File: src/rtl/subleq_pkg.sv
// rtl/subleq_pkg.sv - shared widths and state encoding for the SUBLEQ core
//
// Contents:
//   WORD_W, ADDR_W : data and address widths (8 bits each)
//   INSTR_LEN      : bytes per instruction (A, B, C)
//   state_e        : instruction sequencing states
package subleq_pkg;

    localparam int WORD_W    = 8;
    localparam int ADDR_W    = 8;
    localparam int INSTR_LEN = 3;

    typedef enum logic [2:0] {
        FETCH_A = 3'd0,
        FETCH_B = 3'd1,
        FETCH_C = 3'd2,
        LOAD_A  = 3'd3,
        LOAD_B  = 3'd4,
        WRITE   = 3'd5,
        HALT    = 3'd6
    } state_e;

endpackage

File: src/rtl/subleq_if.sv
// rtl/subleq_if.sv - memory bus between the SUBLEQ core and its 256x8 memory
//
// Signals:
//   mem_addr  : byte address (core -> memory)
//   mem_wdata : write data (core -> memory)
//   mem_we    : write enable, committed on the rising clock edge (core -> memory)
//   mem_rdata : combinational read data for mem_addr (memory -> core)
// Modports: master (core side), slave (memory side)
interface subleq_if;
    import subleq_pkg::*;

    logic [ADDR_W-1:0] mem_addr;
    logic [WORD_W-1:0] mem_wdata;
    logic              mem_we;
    logic [WORD_W-1:0] mem_rdata;

    modport master (
        output mem_addr,
        output mem_wdata,
        output mem_we,
        input  mem_rdata
    );

    modport slave (
        input  mem_addr,
        input  mem_wdata,
        input  mem_we,
        output mem_rdata
    );

endinterface

File: src/rtl/subleq_alu.sv
// rtl/subleq_alu.sv - combinational subtract, branch test and next-PC for SUBLEQ
//
// Ports:
//   va      : in  value of mem[A]
//   rdata   : in  value of mem[B] (memory read data)
//   pc      : in  address of the current instruction
//   c       : in  signed branch offset
//   d       : out mem[B] - mem[A], wrapping mod 256
//   leq     : out d <= 0 as a signed value
//   next_pc : out pc+3+c when leq, else pc+3 (both mod 256)
module subleq_alu
    import subleq_pkg::*;
(
    input  logic [WORD_W-1:0] va,
    input  logic [WORD_W-1:0] rdata,
    input  logic [ADDR_W-1:0] pc,
    input  logic [WORD_W-1:0] c,
    output logic [WORD_W-1:0] d,
    output logic              leq,
    output logic [ADDR_W-1:0] next_pc
);

    localparam logic [ADDR_W-1:0] STEP = ADDR_W'(INSTR_LEN);

    logic [ADDR_W-1:0] fall_through;

    assign d            = rdata - va;
    assign leq          = d[WORD_W-1] | (d == '0);
    assign fall_through = pc + STEP;
    // Adding the 8-bit two's complement offset modulo 256 is the signed add.
    assign next_pc      = leq ? (fall_through + c) : fall_through;

endmodule

File: src/rtl/subleq_core.sv
// rtl/subleq_core.sv - six-cycle SUBLEQ processor driving a 256x8 unified memory
//
// Ports:
//   clk    : in  rising-edge clock
//   rst_n  : in  asynchronous active-low reset
//   run    : in  0 holds all state and forces mem_we low
//   bus    : subleq_if.master memory bus (mem_addr, mem_wdata, mem_we, mem_rdata)
//   pc     : out address of the instruction in progress
//   halted : out high once a taken branch lands on HALT_ADDR
//   icount : out retired-instruction count, saturating (only with SUBLEQ_ICOUNT_EN)
// Parameters: RESET_PC (PC after reset), HALT_ADDR (taken target that halts)
// Build option: define SUBLEQ_ICOUNT_EN to add the icount port and counter.
module subleq_core
    import subleq_pkg::*;
#(
    parameter logic [ADDR_W-1:0] RESET_PC  = 8'd1,
    parameter logic [ADDR_W-1:0] HALT_ADDR = 8'd0
) (
    input  logic              clk,
    input  logic              rst_n,
    input  logic              run,
    subleq_if.master          bus,
    output logic [ADDR_W-1:0] pc,
    output logic              halted
`ifdef SUBLEQ_ICOUNT_EN
    ,
    output logic [15:0]       icount
`endif
);

    localparam logic [2:0] ST_FETCH_A = FETCH_A;
    localparam logic [2:0] ST_FETCH_B = FETCH_B;
    localparam logic [2:0] ST_FETCH_C = FETCH_C;
    localparam logic [2:0] ST_LOAD_A  = LOAD_A;
    localparam logic [2:0] ST_LOAD_B  = LOAD_B;
    localparam logic [2:0] ST_WRITE   = WRITE;
    localparam logic [2:0] ST_HALT    = HALT;

    logic [2:0]        state;
    logic [ADDR_W-1:0] a_reg;
    logic [ADDR_W-1:0] b_reg;
    logic [WORD_W-1:0] c_reg;
    logic [WORD_W-1:0] va_reg;
    logic [WORD_W-1:0] d_reg;
    // Branch outcome is captured alongside D so the WRITE cycle depends only
    // on registers, not on memory still presenting mem[B].
    logic              leq_reg;
    logic [ADDR_W-1:0] npc_reg;

    logic [WORD_W-1:0] alu_d;
    logic              alu_leq;
    logic [ADDR_W-1:0] alu_next_pc;

    subleq_alu u_alu (
        .va      (va_reg),
        .rdata   (bus.mem_rdata),
        .pc      (pc),
        .c       (c_reg),
        .d       (alu_d),
        .leq     (alu_leq),
        .next_pc (alu_next_pc)
    );

    always_ff @(posedge clk or negedge rst_n) begin
        if (!rst_n) begin
            state   <= ST_FETCH_A;
            pc      <= RESET_PC;
            a_reg   <= '0;
            b_reg   <= '0;
            c_reg   <= '0;
            va_reg  <= '0;
            d_reg   <= '0;
            leq_reg <= 1'b0;
            npc_reg <= '0;
        end else if (run) begin
            case (state)
                ST_FETCH_A: begin
                    a_reg <= bus.mem_rdata;
                    state <= ST_FETCH_B;
                end
                ST_FETCH_B: begin
                    b_reg <= bus.mem_rdata;
                    state <= ST_FETCH_C;
                end
                ST_FETCH_C: begin
                    c_reg <= bus.mem_rdata;
                    state <= ST_LOAD_A;
                end
                ST_LOAD_A: begin
                    va_reg <= bus.mem_rdata;
                    state  <= ST_LOAD_B;
                end
                ST_LOAD_B: begin
                    d_reg   <= alu_d;
                    leq_reg <= alu_leq;
                    npc_reg <= alu_next_pc;
                    state   <= ST_WRITE;
                end
                ST_WRITE: begin
                    pc    <= npc_reg;
                    state <= (leq_reg && (npc_reg == HALT_ADDR)) ? ST_HALT : ST_FETCH_A;
                end
                ST_HALT: begin
                    state <= ST_HALT;
                end
                default: begin
                    state <= ST_FETCH_A;
                end
            endcase
        end
    end

    always_comb begin
        bus.mem_addr = pc;
        case (state)
            ST_FETCH_A: bus.mem_addr = pc;
            ST_FETCH_B: bus.mem_addr = pc + 8'd1;
            ST_FETCH_C: bus.mem_addr = pc + 8'd2;
            ST_LOAD_A:  bus.mem_addr = a_reg;
            ST_LOAD_B:  bus.mem_addr = b_reg;
            ST_WRITE:   bus.mem_addr = b_reg;
            default:    bus.mem_addr = pc;
        endcase
    end

    // Decoded from registered state and run only; reset clears state
    // asynchronously, which drops an in-flight write immediately.
    assign bus.mem_we    = run && (state == ST_WRITE);
    assign bus.mem_wdata = (state == ST_WRITE) ? d_reg : '0;
    assign halted        = (state == ST_HALT);

`ifdef SUBLEQ_ICOUNT_EN
    always_ff @(posedge clk or negedge rst_n) begin
        if (!rst_n) begin
            icount <= '0;
        end else if (run && (state == ST_WRITE) && (icount != 16'hFFFF)) begin
            icount <= icount + 16'd1;
        end
    end
`endif

endmodule

File: src/flat_wrapper.sv
// flat-port wrapper written by rule: the top's interface ports become plain ports
module subleq_core_flat import subleq_pkg::*;
#(
    parameter logic [ADDR_W-1:0] RESET_PC  = 8'd1,
    parameter logic [ADDR_W-1:0] HALT_ADDR = 8'd0
)
  (clk, rst_n, run, pc, halted, bus_mem_addr, bus_mem_wdata, bus_mem_we, bus_mem_rdata);
  subleq_if bus_i ();
  input  logic clk;
  input  logic rst_n;
  input  logic run;
  output logic [ADDR_W-1:0] pc;
  output logic halted;
  output wire logic [$bits(bus_i.mem_addr)-1:0] bus_mem_addr;
  output wire logic [$bits(bus_i.mem_wdata)-1:0] bus_mem_wdata;
  output wire logic [$bits(bus_i.mem_we)-1:0] bus_mem_we;
  input wire logic [$bits(bus_i.mem_rdata)-1:0] bus_mem_rdata;
  assign bus_mem_addr = bus_i.mem_addr;
  assign bus_mem_wdata = bus_i.mem_wdata;
  assign bus_mem_we = bus_i.mem_we;
  assign bus_i.mem_rdata = bus_mem_rdata;
  subleq_core #(.RESET_PC(RESET_PC), .HALT_ADDR(HALT_ADDR)) u_core (.clk(clk), .rst_n(rst_n), .run(run), .bus(bus_i), .pc(pc), .halted(halted));
endmodule
File: config.mk
export PLATFORM = sky130hd
export DESIGN_NAME = subleq_core_flat
export DESIGN_NICKNAME = d
export VERILOG_FILES = /design/src/rtl/subleq_pkg.sv /design/src/rtl/subleq_if.sv /design/src/rtl/subleq_alu.sv /design/src/rtl/subleq_core.sv /design/src/flat_wrapper.sv
export SDC_FILE = /design/constraint.sdc
export NUM_CORES = 1
export LEC_CHECK = 0
export BUFFER_PORTS_ARGS = -buffer_cell sky130_fd_sc_hd__buf_2
export CAP_MARGIN = 10
export CORE_ASPECT_RATIO = 0.9
export CORE_UTILIZATION = 50
export CTS_BUF_LIST = sky130_fd_sc_hd__clkbuf_4
export CTS_CLUSTER_DIAMETER = 150
export DETAILED_ROUTE_END_ITERATION = 12
export PLACE_DENSITY = 0.69
export SETUP_SLACK_MARGIN = 0.1
export SYNTH_ARGS = -nofsm -noshare
export SYNTH_HDL_FRONTEND = slang
export SYNTH_SLANG_ARGS = --single-unit
File: constraint.sdc
create_clock -name clk -period 4 [get_ports clk]
set_clock_uncertainty 0.1 [all_clocks]
set_input_delay 0.4 -clock clk [delete_from_list [all_inputs] [get_ports clk]]
set_output_delay 0.4 -clock clk [all_outputs]
set_load 0.02 [all_outputs]
Word-level counts from Yosys, hierarchy flattened
Cells that the tools add are included.
{"block": "totals", "output_inout_bits": 26, "word_cells": 38, "regBits": 60, "input_bits": 11}
{"block": "op_classes", "eq_ne": 6, "addsub": 5, "muxes": 5, "reduce_logical": 12, "bitwise_logic": 1}
{"cell": "8-bit case mux with 4 select lines", "n": 1}
{"cell": "3-bit case mux with 7 select lines", "n": 1}
{"cell": "8-bit by 2-bit adder with 8-bit output, second input constant", "n": 2}
{"cell": "8-bit zero test", "n": 2}
{"cell": "8-bit 2-to-1 mux", "n": 2}
{"cell": "2-bit AND reduction", "n": 6}
{"cell": "3-bit equality test, second input constant", "n": 3}
{"cell": "8-bit by 1-bit adder with 8-bit output, second input constant", "n": 1}
{"cell": "8-bit adder", "n": 1}
{"cell": "8-bit subtractor", "n": 1}
{"cell": "3-bit by 2-bit equality test with 1-bit output, second input constant", "n": 2}
{"cell": "3-bit by 1-bit equality test with 1-bit output, second input constant", "n": 1}
{"cell": "3-bit zero test", "n": 1}
{"cell": "3-bit 2-to-1 mux", "n": 1}
{"cell": "1-bit logical AND", "n": 2}
{"cell": "2-bit OR reduction", "n": 1}
{"cell": "1-bit OR", "n": 1}

Longest topological paths before layout
{"block": "logic_depth", "ltp_word": 4, "ltp_mapped": 13, "depth_no_buf": 13}

Cells and area by module
Synthesis repeated with hierarchy kept, for this count alone.
{"block": "hier_totals", "hier_cells": 346, "hier_area_um2": 3911.3}
{"mod": "subleq_core", "area_per_inst_um2": 3029.2, "instances": 1, "seq_area_each_um2": 1502.7, "cells_per_inst": 238}
{"mod": "subleq_alu", "area_per_inst_um2": 882.1, "instances": 1, "seq_area_each_um2": 0.0, "cells_per_inst": 108}

Worst setup path before layout
No wires, ideal clock.
{"block": "synth_path", "path_type": "reg-to-reg", "from": "register u_core.pc[0]", "to": "register u_core.npc_reg[7]", "n_path_buf": 0, "slack_ps": 1297, "setup_ps": 125, "required_time_ps": 3775, "stages_incl_launch_ff": 13, "arrival_ps": 2478, "period_less_slack_ps": 2703, "cell_sequence": "dfstp_2 -> inv_1 -> ha_1 -> nor2_1 -> xor2_1 -> ha_1 -> nand3_1 -> o211ai_1 -> o41ai_1 -> xnor2_1 -> nor3_1 -> a21oi_1 -> nand3_1"}
{"block": "synth_via", "elab_chain_cells": 3}
{"element": "from (decl)", "line": "subleq_core.sv:23", "rtl": "output logic [ADDR_W-1:0] pc,"}
{"element": "from (signal assigned)", "line": "subleq_core.sv:100", "rtl": "pc <= npc_reg;"}
{"element": "8-bit by 2-bit adder with 8-bit output *", "line": "subleq_alu.sv:29", "rtl": "assign fall_through = pc + STEP;"}
{"element": "8-bit adder", "line": "subleq_alu.sv:31", "rtl": "assign next_pc = leq ? (fall_through + c) : fall_through;"}
{"element": "8-bit 2-to-1 mux *", "line": "subleq_alu.sv:31"}
{"element": "to (signal assigned)", "line": "subleq_core.sv:96", "rtl": "npc_reg <= alu_next_pc;"}
{"element": "to (decl)", "line": "subleq_core.sv:48", "rtl": "logic [ADDR_W-1:0] npc_reg;"}
Mark *: on every way between the ends. The rest lies on a longest branch, timed or not.
A chain may end at the register's enable or synchronous reset.

Final worst setup path
{"block": "layout_path", "from": "register u_core.state[0]", "to": "output port bus_mem_addr[7]"}
{"block": "layout_via", "elab_chain_cells": 3, "word_cells_on_any_way": 7, "classes_between": "5 x eq/ne; 1 x mux; 1 x reduce/logical"}
{"element": "from (decl)", "line": "subleq_core.sv:39", "rtl": "logic [2:0] state;"}
{"element": "from (signal assigned)", "line": "subleq_core.sv:101", "rtl": "state <= (leq_reg && (npc_reg == HALT_ADDR)) ? ST_HALT : ST_FETCH_A;"}
{"element": "3-bit equality test", "line": "subleq_core.sv:115", "rtl": "case (state)"}
{"element": "2-bit OR reduction (no source line)"}
{"element": "8-bit case mux with 4 select lines *", "line": "subleq_core.sv:115"}
{"element": "to (decl)", "line": "flat_wrapper.sv:14", "rtl": "output wire logic [$bits(bus_i.mem_addr)-1:0] bus_mem_addr;"}
Marks and branches as above.

==> metrics <==
status finished, final reports clean; CP peak stage delay 0.87 ns; Post-DRT Antenna Nets 0; pre-CTS WS 0.970 ns; Startpoint Class flip-flop; compound-cell area share of the yosys netlist 14.6%; clk_lat worst skew 0.42 ns; # IOs 37; final critical-path required period 3.29 ns; worst hold slack 0.181 ns; Die Wd 93.7 um; Hold WC Path Type primary input to flip-flop; Setup TNS 0 ns; slowest CP cell dfrtp_1; drt drc 0; Syn Area/Cell 9.76 um2; Net Count, Synth 420; Cell Area, Synth 3790 um2; share of cells above drive strength 1 24.4%; H-Tree Depth 3; global placement routability congestion 0.880; Routed WL 8810 um; Initial Util 52.7%; final worst-path setup slack 0.710 ns; EDFF count, synth 0; cell-internal power 1.98 mW; CTS tree yes; Logic pwr share 57.8%; DR iter-0 viols 123; CP arrival 2.79 ns; fraction of the mapped netlist area in simple logic gates 13.7%; Critical Path RT 3.50 ns; Synth Flop Type dfrtp_1; global-route wire length before repair 14,200 um; # port buffers 36; CP cell instances inv_1 > nand2_1 > nor4_1 > a2111oi_0 > a21oi_1 > buf_2; vias per cell 5.76; First-pass DRT Iterations 4; RSZ-0062 raised after global routing false; site row count 29; largest family of logic cells by synthesized area multiplexers; post-placement cell count 499; clock edge transition at the registers on the reported setup and hold paths 0.11 ns; Final Instance Count excl. Fillers 515; Critical Path Fanout Max 26; Netlist cell types 56; nets@finish 450; post-synthesis mux area share 14.8%; final instance area 4110 um2; Die ar. 7920 um2; WS Path Type flip-flop to output pin; sequential area share after synthesis 39.7%; sw frac 45.9%; GRT overflow 0; CTS Sinks 60; Tightest Pin Transition 0.878 ns; DP Area 3990 um2; Core ar. 7180 um2; FF+latch count, synth 60; final hold violation count 0; Post-Synth XOR/XNOR Area 4.82%; Leakage 1.94 nW; Diodes inserted 0; largest net degree at the start of global routing 37; Max Cap Viol 0; Max IR drop VDD 359 uV; Syn. warnings 0; fmax 304 MHz; final setup fails 0; Max clock buf depth 2; GRT Util Overall 24.1%; vias in the first global route 2,762; Net Sw Power 1.68 mW; Gate Count Post-Synth 388; slew margin rel. 41.3%; post-synthesis adder-cell area fraction 7.34%; initial antenna violation count 0; fin. max-slew vios 0; root buf cell clkbuf_4; Power Density 889 nW/um2; Routed WL per cell 17.1 um; HPWL after DPL 6510 um; final period utilization 82.2%; CTS Buf Count 9; clock share of power 9.8%; Async SR Flop Fraction 100%; sequential share of power 32.5%; DIE HEIGHT 84.6 um; CP Capture Type output pin; Vias 2,968; area delta synth->final 8.46%
==> synth_stat cells, drive strengths merged, types with 2 or more instances <==
master / count / area, um2
inv: 19 / 71.3
dfrtp: 59 / 1480
clkbuf: 8 / 30.0
a211oi: 3 / 32.5
a21o: 4 / 31.3
fa: 2 / 40.0
nor4: 2 / 12.5
mux2i: 12 / 120
o21bai: 2 / 15.0
nor2: 21 / 78.8
xor2: 7 / 68.8
o32ai: 3 / 26.3
buf: 14 / 91.3
o31ai: 2 / 15.0
a31oi: 3 / 18.8
nand2: 43 / 161
ha: 19 / 238
nand3: 7 / 35.0
o211ai: 4 / 30.0
nor3: 10 / 60.1
o22ai: 3 / 18.8
nand2b: 3 / 18.8
and3: 9 / 56.3
a21oi: 24 / 124
mux2: 39 / 439
nand4: 3 / 18.8
o21ai: 30 / 150
o41ai: 2 / 17.5
xnor2: 13 / 114
==> cells in the final DEF (no fill, tap or decap), types with 4 or more instances in the layout <==
cell      synthesis  layout
mux2i_1          12      12
ha_1             19      19
clkbuf_4          0      12
dfrtp_1          59      59
mux2_2           39      39
o21ai_1           7       7
buf_4             2       4
xnor2_1          13      13
nand3_1           7       7
nand2_1          43      43
inv_1            19      19
nor3_1            8       8
a21oi_1          23      23
buf_2             7      36
o211ai_1          4       4
and3_1            9       9
nor2_1           21      21
o21ai_0          23      23
xor2_1            6       6
==> path summary, 6_finish.rpt <==
check                                  from                 to  slack [ns]  cells after the start
max                         u_core.state[0]    bus_mem_addr[7]        0.71                      6
min                        bus_mem_rdata[0]    u_core.a_reg[0]        0.18                      2
max reg2reg                    u_core.pc[0]  u_core.npc_reg[7]        0.92                     12
min reg2reg                  u_core.leq_reg     u_core.leq_reg        0.38                      2
max in group asynchronous             rst_n   u_core.va_reg[5]        2.50                      3
min in group asynchronous             rst_n    u_core.a_reg[2]        0.40                      2
==> power by group through the flow <==
stage | logic, mW | registers [mW] | clock network [mW]
after floorplan | 1.72 | 1.09 | 0
after global placement | 2.05 | 1.19 | 0
after detailed placement | 2.10 | 1.19 | 0
after CTS | 2.11 | 1.18 | 0.371
after global routing | 2.34 | 1.23 | 0.391
final | 2.11 | 1.19 | 0.357
==> logic make-up (layout without fill, tap and decap cells) <==
| logic type | count (synthesis) | count (layout) |
|---|---|---|
| XOR/XNOR | 20 | 20 |
| AND/OR/NAND/NOR | 107 | 107 |
| AO/OA/AOI/OAI | 88 | 88 |
| adder cells (fa/ha/maj) | 21 | 21 |
| flip-flops | 60 | 60 |
| multiplexers | 51 | 51 |
| buffers and inverters | 41 | 75 |
==> stage by stage <==
| stage | total power [mW] | util (%) |
|---|---|---|
| 2_1_floorplan | 2.81 | - |
| 3_3_place_gp | 3.24 | 55.6 |
| 3_5_place_dp | 3.30 | 55.6 |
| 4_1_cts | 3.67 | 57.2 |
| 5_1_grt | 3.96 | 57.2 |
| 6_report | 3.65 | 57.2 |
==> worst max-delay path, delay by kind of cell (launching register included) <==
family	cells	cell delay, ns
flops	1	0.87
buf+inv	2	0.59
compound gates	2	0.49
simple gates	2	0.40
==> timing repair <==
| action | CTS | global route |
|---|---|---|
| hold buffers | 1 | 0 |
| hold endpoints to repair | 23 | 0 |
| setup buffers | 0 | 0 |
| gates resized for setup | 0 | 0 |
==> per-layer routing <==
metal / vias up / GRT usage [%] / routed length (um)
li1: 1443 / - / -
met1: 1454 / 33.7 / 4350
met2: 62 / 37.1 / 4000
met3: 9 / 6.61 / 345
met4: 0 / 5.87 / 116
met5: - / 0 / 0
==> final cells by class <==
cell class                      count  area (um2)
Inverter                           19        71.3
Sequential cell                    60        1500
Clock inverter                      3        15.0
Multi-Input combinational cell    287        2090
Fill cell                         638        3080
Clock buffer                       12        90.1
Timing Repair Buffer               41         220
Tap cell                           93         116
No activity file was read; power rests on OpenSTA's default activity.
